## config.mk

```make
export PLATFORM = sky130hd
export DESIGN_NAME = formatter
export DESIGN_NICKNAME = d
export VERILOG_FILES = /design/src/rtl/formatter_pkg.sv /design/src/rtl/formatter_div10.sv /design/src/rtl/formatter.sv
export SDC_FILE = /design/constraint.sdc
export NUM_CORES = 1
export LEC_CHECK = 0
export CAP_MARGIN = 30
export CELL_PAD_IN_SITES_DETAIL_PLACEMENT = 1
export CELL_PAD_IN_SITES_GLOBAL_PLACEMENT = 1
export CORE_MARGIN = 1
export CORE_UTILIZATION = 45
export CTS_CLUSTER_SIZE = 14
export DETAILED_ROUTE_END_ITERATION = 12
export GPL_TIMING_DRIVEN = 1
export PLACE_DENSITY = 0.77
export SYNTH_ARGS = -nofsm -noshare
export SYNTH_HDL_FRONTEND = slang
export SYNTH_SLANG_ARGS = --single-unit
```

## constraint.sdc

```tcl
create_clock -name i_clk -period 5.5 [get_ports i_clk]
set_clock_uncertainty 0.05 [all_clocks]
set_input_delay 1.65 -clock i_clk [delete_from_list [all_inputs] [get_ports i_clk]]
set_output_delay 1.65 -clock i_clk [all_outputs]
set_load 0.05 [all_outputs]
```

## src/rtl/formatter_pkg.sv

```systemverilog
// rtl/formatter_pkg.sv - shared state encodings, ASCII constants and helpers for the formatter
package formatter_pkg;

  typedef enum logic [2:0] {
    IDLE       = 3'd0,
    CONVERT    = 3'd1,
    EMIT_SIGN  = 3'd2,
    EMIT_DIGIT = 3'd3,
    EMIT_SPACE = 3'd4
  } state_e;

  localparam logic [7:0] CHAR_MINUS = 8'h2D;
  localparam logic [7:0] CHAR_SPACE = 8'h20;
  localparam logic [7:0] CHAR_ZERO  = 8'h30;
  localparam logic [7:0] CHAR_A     = 8'h41;

  // Decimal needs the most digits for a given width; ceil(data*log10(2)) <= data/3+1.
  function automatic int max_digits(input int data);
    return data / 3 + 1;
  endfunction

  localparam int MAX_DIGITS = max_digits(32);

  // Maps a digit value 0..15 onto '0'-'9' / 'A'-'F'.
  function automatic logic [7:0] digit_to_ascii(input logic [3:0] digit);
    if (digit < 4'd10) begin
      return CHAR_ZERO + {4'd0, digit};
    end
    return CHAR_A + {4'd0, digit} - 8'd10;
  endfunction

endpackage

```

## src/rtl/formatter_div10.sv

```systemverilog
// rtl/formatter_div10.sv - sequential restoring divide-by-10, one quotient bit per enabled cycle
module formatter_div10
  import formatter_pkg::*;
#(
  parameter int DATA = 32
) (
  input  logic            i_clk,
  input  logic            i_rst,
  input  logic            i_en,
  input  logic            i_start,
  input  logic [DATA-1:0] i_dividend,
  output logic [DATA-1:0] o_quot,
  output logic [3:0]      o_rem,
  output logic            o_busy,
  output logic            o_done
);

  localparam int CNT_W = $clog2(DATA + 1);

  logic [DATA-1:0]  quot_q, quot_d;
  logic [3:0]       rem_q, rem_d;
  logic [CNT_W-1:0] cnt_q, cnt_d;
  logic             busy_q, busy_d;
  logic             done_q, done_d;

  logic [3:0]       rem_in;
  logic [DATA-1:0]  quot_in;
  logic [4:0]       rem_shift;
  logic             sub_ok;

  // One shift-subtract step; the start cycle already performs step one on the new dividend
  // so that a digit costs exactly DATA cycles. done is a single-cycle pulse.
  always_comb begin
    quot_d  = quot_q;
    rem_d   = rem_q;
    cnt_d   = cnt_q;
    busy_d  = busy_q;
    done_d  = 1'b0;
    rem_in  = i_start ? 4'd0 : rem_q;
    quot_in = i_start ? i_dividend : quot_q;
    rem_shift = {rem_in, quot_in[DATA-1]};
    sub_ok    = (rem_shift >= 5'd10);
    if (i_start) begin
      quot_d = {quot_in[DATA-2:0], sub_ok};
      rem_d  = sub_ok ? 4'(rem_shift - 5'd10) : 4'(rem_shift);
      cnt_d  = CNT_W'(DATA - 1);
      busy_d = (DATA > 1);
      done_d = (DATA == 1);
    end else if (busy_q) begin
      quot_d = {quot_in[DATA-2:0], sub_ok};
      rem_d  = sub_ok ? 4'(rem_shift - 5'd10) : 4'(rem_shift);
      cnt_d  = cnt_q - CNT_W'(1);
      if (cnt_q == CNT_W'(1)) begin
        busy_d = 1'b0;
        done_d = 1'b1;
      end
    end
  end

  // Divider registers; frozen while disabled.
  always_ff @(posedge i_clk or posedge i_rst) begin
    if (i_rst) begin
      quot_q <= '0;
      rem_q  <= '0;
      cnt_q  <= '0;
      busy_q <= 1'b0;
      done_q <= 1'b0;
    end else if (i_en) begin
      quot_q <= quot_d;
      rem_q  <= rem_d;
      cnt_q  <= cnt_d;
      busy_q <= busy_d;
      done_q <= done_d;
    end
  end

  assign o_quot = quot_q;
  assign o_rem  = rem_q;
  assign o_busy = busy_q;
  assign o_done = done_q;

endmodule

```

## src/rtl/formatter.sv

```systemverilog
// rtl/formatter.sv - prints one value as signed decimal or unsigned hex characters followed by a space
module formatter
  import formatter_pkg::*;
#(
  parameter int DATA       = 32,
  parameter int CHAR_WIDTH = 8
) (
  input  logic                  i_clk,
  input  logic                  i_rst,
  input  logic                  i_en,
  input  logic [DATA-1:0]       i_data,
  input  logic                  i_hex,
  input  logic                  i_valid,
  output logic                  o_ready,
  output logic [CHAR_WIDTH-1:0] o_char,
  output logic                  o_valid,
  input  logic                  i_next,
  output logic [2:0]            o_state
);

  localparam int MAX_DIG = max_digits(DATA);
  localparam int PTR_W   = $clog2(MAX_DIG + 1);

  state_e          state_q, state_d;
  logic            init_q, init_d;
  logic            hex_q, hex_d;
  logic            neg_q, neg_d;
  logic [DATA-1:0] val_q, val_d;
  logic [PTR_W-1:0] sp_q, sp_d;
  logic [3:0]      stack_q [MAX_DIG];
  logic [3:0]      stack_d [MAX_DIG];

  logic            div_start;
  logic [DATA-1:0] div_dividend;
  logic [DATA-1:0] div_quot;
  logic [3:0]      div_rem;
  logic            div_busy;
  logic            div_done;
  logic [PTR_W-1:0] top_idx;

  formatter_div10 #(.DATA(DATA)) u_div10 (
    .i_clk      (i_clk),
    .i_rst      (i_rst),
    .i_en       (i_en),
    .i_start    (div_start),
    .i_dividend (div_dividend),
    .o_quot     (div_quot),
    .o_rem      (div_rem),
    .o_busy     (div_busy),
    .o_done     (div_done)
  );

  assign top_idx = sp_q - PTR_W'(1);

  // Next-state, digit stack push/pop and character outputs.
  always_comb begin
    state_d      = state_q;
    init_d       = 1'b1;
    hex_d        = hex_q;
    neg_d        = neg_q;
    val_d        = val_q;
    sp_d         = sp_q;
    stack_d      = stack_q;
    div_start    = 1'b0;
    div_dividend = val_q;
    o_valid      = 1'b0;
    o_char       = '0;
    case (state_q)
      IDLE: begin
        if (init_q && i_valid) begin
          hex_d   = i_hex;
          neg_d   = !i_hex && i_data[DATA-1];
          val_d   = (!i_hex && i_data[DATA-1]) ? -i_data : i_data;
          sp_d    = '0;
          state_d = CONVERT;
        end
      end
      CONVERT: begin
        if (hex_q) begin
          stack_d[sp_q] = val_q[3:0];
          sp_d          = sp_q + PTR_W'(1);
          val_d         = val_q >> 4;
          if (val_q[DATA-1:4] == '0) begin
            state_d = EMIT_DIGIT;
          end
        end else if (div_done) begin
          stack_d[sp_q] = div_rem;
          sp_d          = sp_q + PTR_W'(1);
          if (div_quot == '0) begin
            state_d = neg_q ? EMIT_SIGN : EMIT_DIGIT;
          end else begin
            div_start    = 1'b1;
            div_dividend = div_quot;
          end
        end else if (!div_busy) begin
          div_start = 1'b1;
        end
      end
      EMIT_SIGN: begin
        o_valid = 1'b1;
        o_char  = CHAR_WIDTH'(CHAR_MINUS);
        if (i_next) begin
          state_d = EMIT_DIGIT;
        end
      end
      EMIT_DIGIT: begin
        o_valid = 1'b1;
        o_char  = CHAR_WIDTH'(digit_to_ascii(stack_q[top_idx]));
        if (i_next) begin
          sp_d = top_idx;
          if (sp_q == PTR_W'(1)) begin
            state_d = EMIT_SPACE;
          end
        end
      end
      EMIT_SPACE: begin
        o_valid = 1'b1;
        o_char  = CHAR_WIDTH'(CHAR_SPACE);
        if (i_next) begin
          state_d = IDLE;
        end
      end
      default: state_d = IDLE;
    endcase
  end

  // State registers; everything freezes while disabled, reset aborts any value in flight.
  always_ff @(posedge i_clk or posedge i_rst) begin
    if (i_rst) begin
      state_q <= IDLE;
      init_q  <= 1'b0;
      hex_q   <= 1'b0;
      neg_q   <= 1'b0;
      val_q   <= '0;
      sp_q    <= '0;
      for (int i = 0; i < MAX_DIG; i++) begin
        stack_q[i] <= '0;
      end
    end else if (i_en) begin
      state_q <= state_d;
      init_q  <= init_d;
      hex_q   <= hex_d;
      neg_q   <= neg_d;
      val_q   <= val_d;
      sp_q    <= sp_d;
      stack_q <= stack_d;
    end
  end

  assign o_ready = (state_q == IDLE) && init_q;
  assign o_state = state_q;

endmodule

```

## Word-level counts from Yosys, hierarchy flattened

Cells that the tools add are included.

| word-level totals | value |
|---|---|
| register bits after elaboration | 130 |
| latch bits | 0 |
| RAM bits | 0 |
| ROM bits | 0 |
| input port bits | 38 |
| word-level logic and storage cells | 130 |
| memories | 0 |

| cells by class | value |
|---|---|
| add/sub/neg operators | 8 |
| multipliers | 0 |
| divide/modulo/power cells | 0 |
| magnitude comparators | 5 |
| equality and inequality tests | 15 |
| shift operators | 0 |
| muxes and demuxes | 59 |
| bitwise operators | 2 |
| reductions and logical operators | 19 |

Operators by type and width:

| cell | number |
|---|---|
| two-way mux 32 bit | 10 |
| bitwise mux 44 bit | 2 |
| two-way mux 44 bit | 2 |
| one-hot mux 32 bit (2 select lines) | 1 |
| two-way mux 4 bit | 11 |
| zero test 32 bit | 1 |
| negator 32 bit | 1 |
| zero test 28 bit | 1 |
| two-way mux 3 bit | 9 |
| one-hot mux 8 bit (3 select lines) | 1 |
| binary-select mux 4 bit (select 4 bit) | 1 |
| demux 4 bit (select 4 bit) | 1 |
| two-way mux 8 bit | 2 |
| two-way mux 1 bit | 15 |
| one-hot mux 3 bit (5 select lines) | 1 |
| two-way mux 6 bit | 2 |
| inequality test 2 bit (second input constant) | 6 |
| one-hot mux 4 bit (3 select lines) | 1 |
| greater-or-equal comparator 5 bit (second input constant) | 2 |
| inverter 4 -> 5 bit | 2 |
| AND reduction 9 bit | 1 |
| adder 7 x 4 -> 8 bit (first input constant) | 1 |
| subtractor 8 x 4 -> 8 bit (second input constant) | 1 |
| adder 6 x 4 -> 7 bit (first input constant) | 1 |
| other kinds (24) | 32 |

## Longest topological paths before layout

| depth | value |
|---|---|
| depth after elaboration | 10 |
| gate-level depth with buffers | 13 |

## By module

A second synthesis with hierarchy kept.

| second synthesis, totals | value |
|---|---|
| cells, all modules | 854 |
| area, all modules | 7823.8 µm² |

Modules (own cells, without submodules):

| module | times used | cells an instance | area an instance (µm²) | sequential area each (µm²) |
|---|---|---|---|---|
| formatter | 1 | 645 | 5664.2 | 2152.1 |
| formatter_div10 | 1 | 209 | 2159.6 | 1101.1 |

## Least setup slack after synthesis

OpenSTA, ideal clock, no wires.

| path | value |
|---|---|
| path kind | reg2out |
| from | register sp_q[0] |
| to | output port o_char[1] |
| arrival | 4.139 ns |
| data required time | 3.800 ns |
| path slack | -0.339 ns |
| cell stages (with the launch flop) | 12 |
| buffers on the path | 3 |
| cells stage by stage | dfrtp_1 -> buf_2 -> clkbuf_1 -> inv_1 -> ha_1 -> buf_1 -> mux2_2 -> a222oi_1 -> a211oi_1 -> a31oi_1 -> ha_1 -> a211oi_1 |

| between the ends | value |
|---|---|
| word-level cells in the longest chain between the ends | 10 |
| elaborated cells between the ends (all ways) | 14 |
| those cells by class | 4 x add/sub; 1 x order compare; 8 x mux; 1 x bitwise |

RTL lines:

| what | line | RTL |
|---|---|---|
| from (decl) | formatter.sv:29 | `logic [PTR_W-1:0] sp_q, sp_d;` |
| from (signal assigned) | formatter.sv:145 | `sp_q <= sp_d;` |
| subtractor 4 x 1 -> 4 bit * | formatter.sv:53 | `assign top_idx = sp_q - PTR_W'(1);` |
| inverter 4 -> 5 bit (implied by the code) * | formatter.sv:108 | `o_char = CHAR_WIDTH'(digit_to_ascii(stack_q[top_idx]));` |
| binary-select mux 4 bit (select 4 bit) * | formatter.sv:108 |  |
| two-way mux 4 bit (implied by the code) * (2 in a row) | formatter.sv:108 |  |
| branches (longest 3 deep; another with adder 7 x 4 -> 8 bit) | -- |  |
| two-way mux 8 bit * | formatter_pkg.sv:29 | `return CHAR_A + {4'd0, digit} - 8'd10;` |
| one-hot mux 8 bit (3 select lines) * | formatter.sv:68 | `case (state_q)` |
| to (decl) | formatter.sv:15 | `output logic [CHAR_WIDTH-1:0] o_char,` |

Every way passes the cells marked *. The select of a mux whose other input is x is not followed.

## Final worst setup path

| path | value |
|---|---|
| from | register sp_q[1] |
| to | output port o_char[4] |

The elaborated chain is that of the path after synthesis.

==> results.ini <==
[floorplan]
row_count = 46
die_w_um = 130
ios = 51
initial_core_util = 0.462
dieHeight_um = 130
die-area_um2 = 16900
coreArea_um2 = 15900

[timing]
slew_violations = 0
hold_viol_final = 0
setup_tns_ns = 0
fmax_ghz = 0.193
setup_violations = 0
fin_crit_ns = 5.19
worstMarginPinSlew_ns = 1.01
rsz0062_at_grt = false
slew_headroom = 0.328
fin_crit_sh = 0.943

[critical_path]
cp-end-kind = primary output
critPathRequiredTime_ns = 3.80
worstSetupStartpointType = flip-flop
path_max_fanout = 14
cp.arrival_ns = 3.49
path_cells = inv_1, ha_4, mux2_2, a222oi_1, a211oi_1, a31oi_1, ha_1, nor2b_1, o21ai_0, nor2b_2, buf_12
crit_type = reg2out
cp_num_buf_inv = 2
crit_family = compound AO/OA/AOI/OAI gates
slowest_stage = dfrtp_2
slowest_delay_ns = 0.45

[route]
wl_um = 20800
vias_per_cell = 5.91
drtAntennaViolNets = 0
drt_iter0_drc = 353
dr.pass1.iters = 4
vias = 5923
route.detailed.drc = 0
avgRoutedWirePerCell_um = 20.8

[clock_tree]
cts_sinks = 130
cts-buffers-inserted = 17
clockBufferDepth = 2
postCtsSetupBuffers = 0
clkTransAtPathRegs_ns = 0.06
clkLatencyLatePin_ns = 0.43
h-tree-depth = 4
ctsRootBufferMaster = clkbuf_16
tritoncts = yes

[yosys]
syn_nets = 787
ys_ff_latch = 130
netlist.area_leader.share = 0.442
synthArstFlopShare = 1.00
ys_warn_count = 0
synth_cell_types = 63
avgSynthCellArea_um2 = 9.97
synth_area_um2 = 7370
synth_top_area_cell = dfrtp_1
ys_top_cells_by_count = dfrtp_1 (130), nand2_1 (95), o21ai_0 (73)
seq_area_frac_synth = 0.442
ys_top_cells_by_area = dfrtp_1 (44%), mux2_2 (8.3%), mux2i_1 (6.8%)
synth_ff_type = dfrtp_1
synth.most_common_cell = dfrtp_1
synth_cells = 739
synth_edf_count = 0

[worst_hold_path]
min-delay-path-class = reg2reg

[place]
gp_congestion = 0.875
dp_cells = 970
io_buffers = 49
dpl_cell_area_um2 = 8150
dpl.hpwl_um = 15200

[power_and_ir_drop]
p_per_area_nw_per_um2 = 539
vdd_ir_drop_max_uv = 245
leakagePower_nw = 3.97
total_power_mw = 4.71

[global_route]
grt_pass1_vias = 6280
grt_pass1_wl_um = 33800
grt_max_degree = 72
grt_usage = 0.265
grt_overflow = 0
antenna_found_initial = 0

[final_layout]
final_cells = 1002
final_core_util = 0.548
syn_to_final_growth_pct = 18.6
fin_nets = 821
drive_gt1_frac = 0.170
finalInstanceArea_um2 = 8740
antenna_cells = 0

[status]
status = finished, final reports clean

[flow_run]
timing.max_cap.violations = 0

## state kept, by name (all words and copies together) (netlist names)
name            cells
val_q              32
stack_q            44
u_div10.cnt_q       6
o_state             3
u_div10.o_done      1
init_q              1
u_div10.o_quot     32
neg_q               1
hex_q               1
sp_q                4
u_div10.o_busy      1
u_div10.o_rem       4
## worst paths after layout
| kind | from | to | slack [ns] | cells past startpoint |
|---|---|---|---|---|
| min in group asynchronous | i_rst | u_div10.cnt_q[4] | 1.43 | 2 |
| max reg2reg | o_state[0] | u_div10.o_rem[1] | 1.56 | 10 |
| max in group asynchronous | i_rst | u_div10.o_quot[21] | 3.33 | 3 |
| min reg2reg | init_q | init_q | 0.44 | 1 |
| max | sp_q[1] | o_char[4] | 0.31 | 11 |
| min | init_q | init_q | 0.44 | 1 |
## placed cells by master, fill, tap and decap left out, types with 6 or more instances in the layout
master | Yosys | routed
a21oi_1 | 36 | 35
a31oi_1 | 8 | 8
buf_4 | 3 | 11
clkbuf_16 | 0 | 17
clkdlybuf4s50_1 | 0 | 42
dfrtp_1 | 130 | 129
ha_1 | 10 | 9
inv_1 | 20 | 19
mux2_2 | 54 | 54
mux2i_1 | 50 | 50
mux4_2 | 8 | 8
nand2_1 | 95 | 95
nand3_1 | 7 | 6
nand4_1 | 9 | 9
nor2_1 | 28 | 28
nor3_1 | 10 | 10
nor4_1 | 17 | 17
o21ai_0 | 73 | 73
o21ai_1 | 7 | 7
o31ai_1 | 9 | 8
or3_1 | 11 | 10
xnor2_1 | 23 | 23
xor2_1 | 10 | 10
## report_power, final
group          switching, mW  internal, mW
registers              0.413          1.27
clock network          0.448         0.637
logic                   1.14         0.794
## metal layers
layer  part of all wire  track usage  wire, µm
met1               0.43        0.325      8900
met3              0.036       0.0451       742
met5                  0            0         0
met2               0.51        0.456     10600
met4              0.028        0.123       576
## cells by family after synthesis
| group | count (synthesis) | synth area share |
|---|---|---|
| AND/OR/NAND/NOR | 211 | 0.141 |
| AO/OA/AOI/OAI | 175 | 0.148 |
| flip-flops | 130 | 0.442 |
| multiplexers | 112 | 0.175 |
| buffers and inverters | 67 | 0.0377 |
| XOR/XNOR | 33 | 0.0392 |
| adder cells (fa/ha/maj) | 10 | 0.0170 |
| other | 1 | 0.000509 |
## what timing repair did
action	4_1_cts	5_1_grt
pin swaps	0	0
gates cloned	0	0
gates resized for setup	1	2
endpoints found under the setup margin	1	3
hold buffers	0	0
hold endpoints to repair	0	0
## metrics by stage
stage | setup WS (ns) | hold WS (ns)
5_1_grt | 0.0710 | 0.470
3_5_place_dp | 0.467 | 0.438
3_3_place_gp | 0.755 | 0.421
6_report | 0.313 | 0.444
4_1_cts | 0.0614 | 0.453
2_1_floorplan | 0.107 | 0.402
## final cells by class
cell class / instances / area (µm²)
multi-input cells: 542 / 3880
well taps: 216 / 270
clock inverters: 14 / 130
clock buffers: 18 / 439
flip-flops and latches: 130 / 3250
repair buffers: 61 / 681
fillers: 1757 / 7210
inverters: 21 / 81.3
Note: power is estimated with default switching activity, not from simulation.
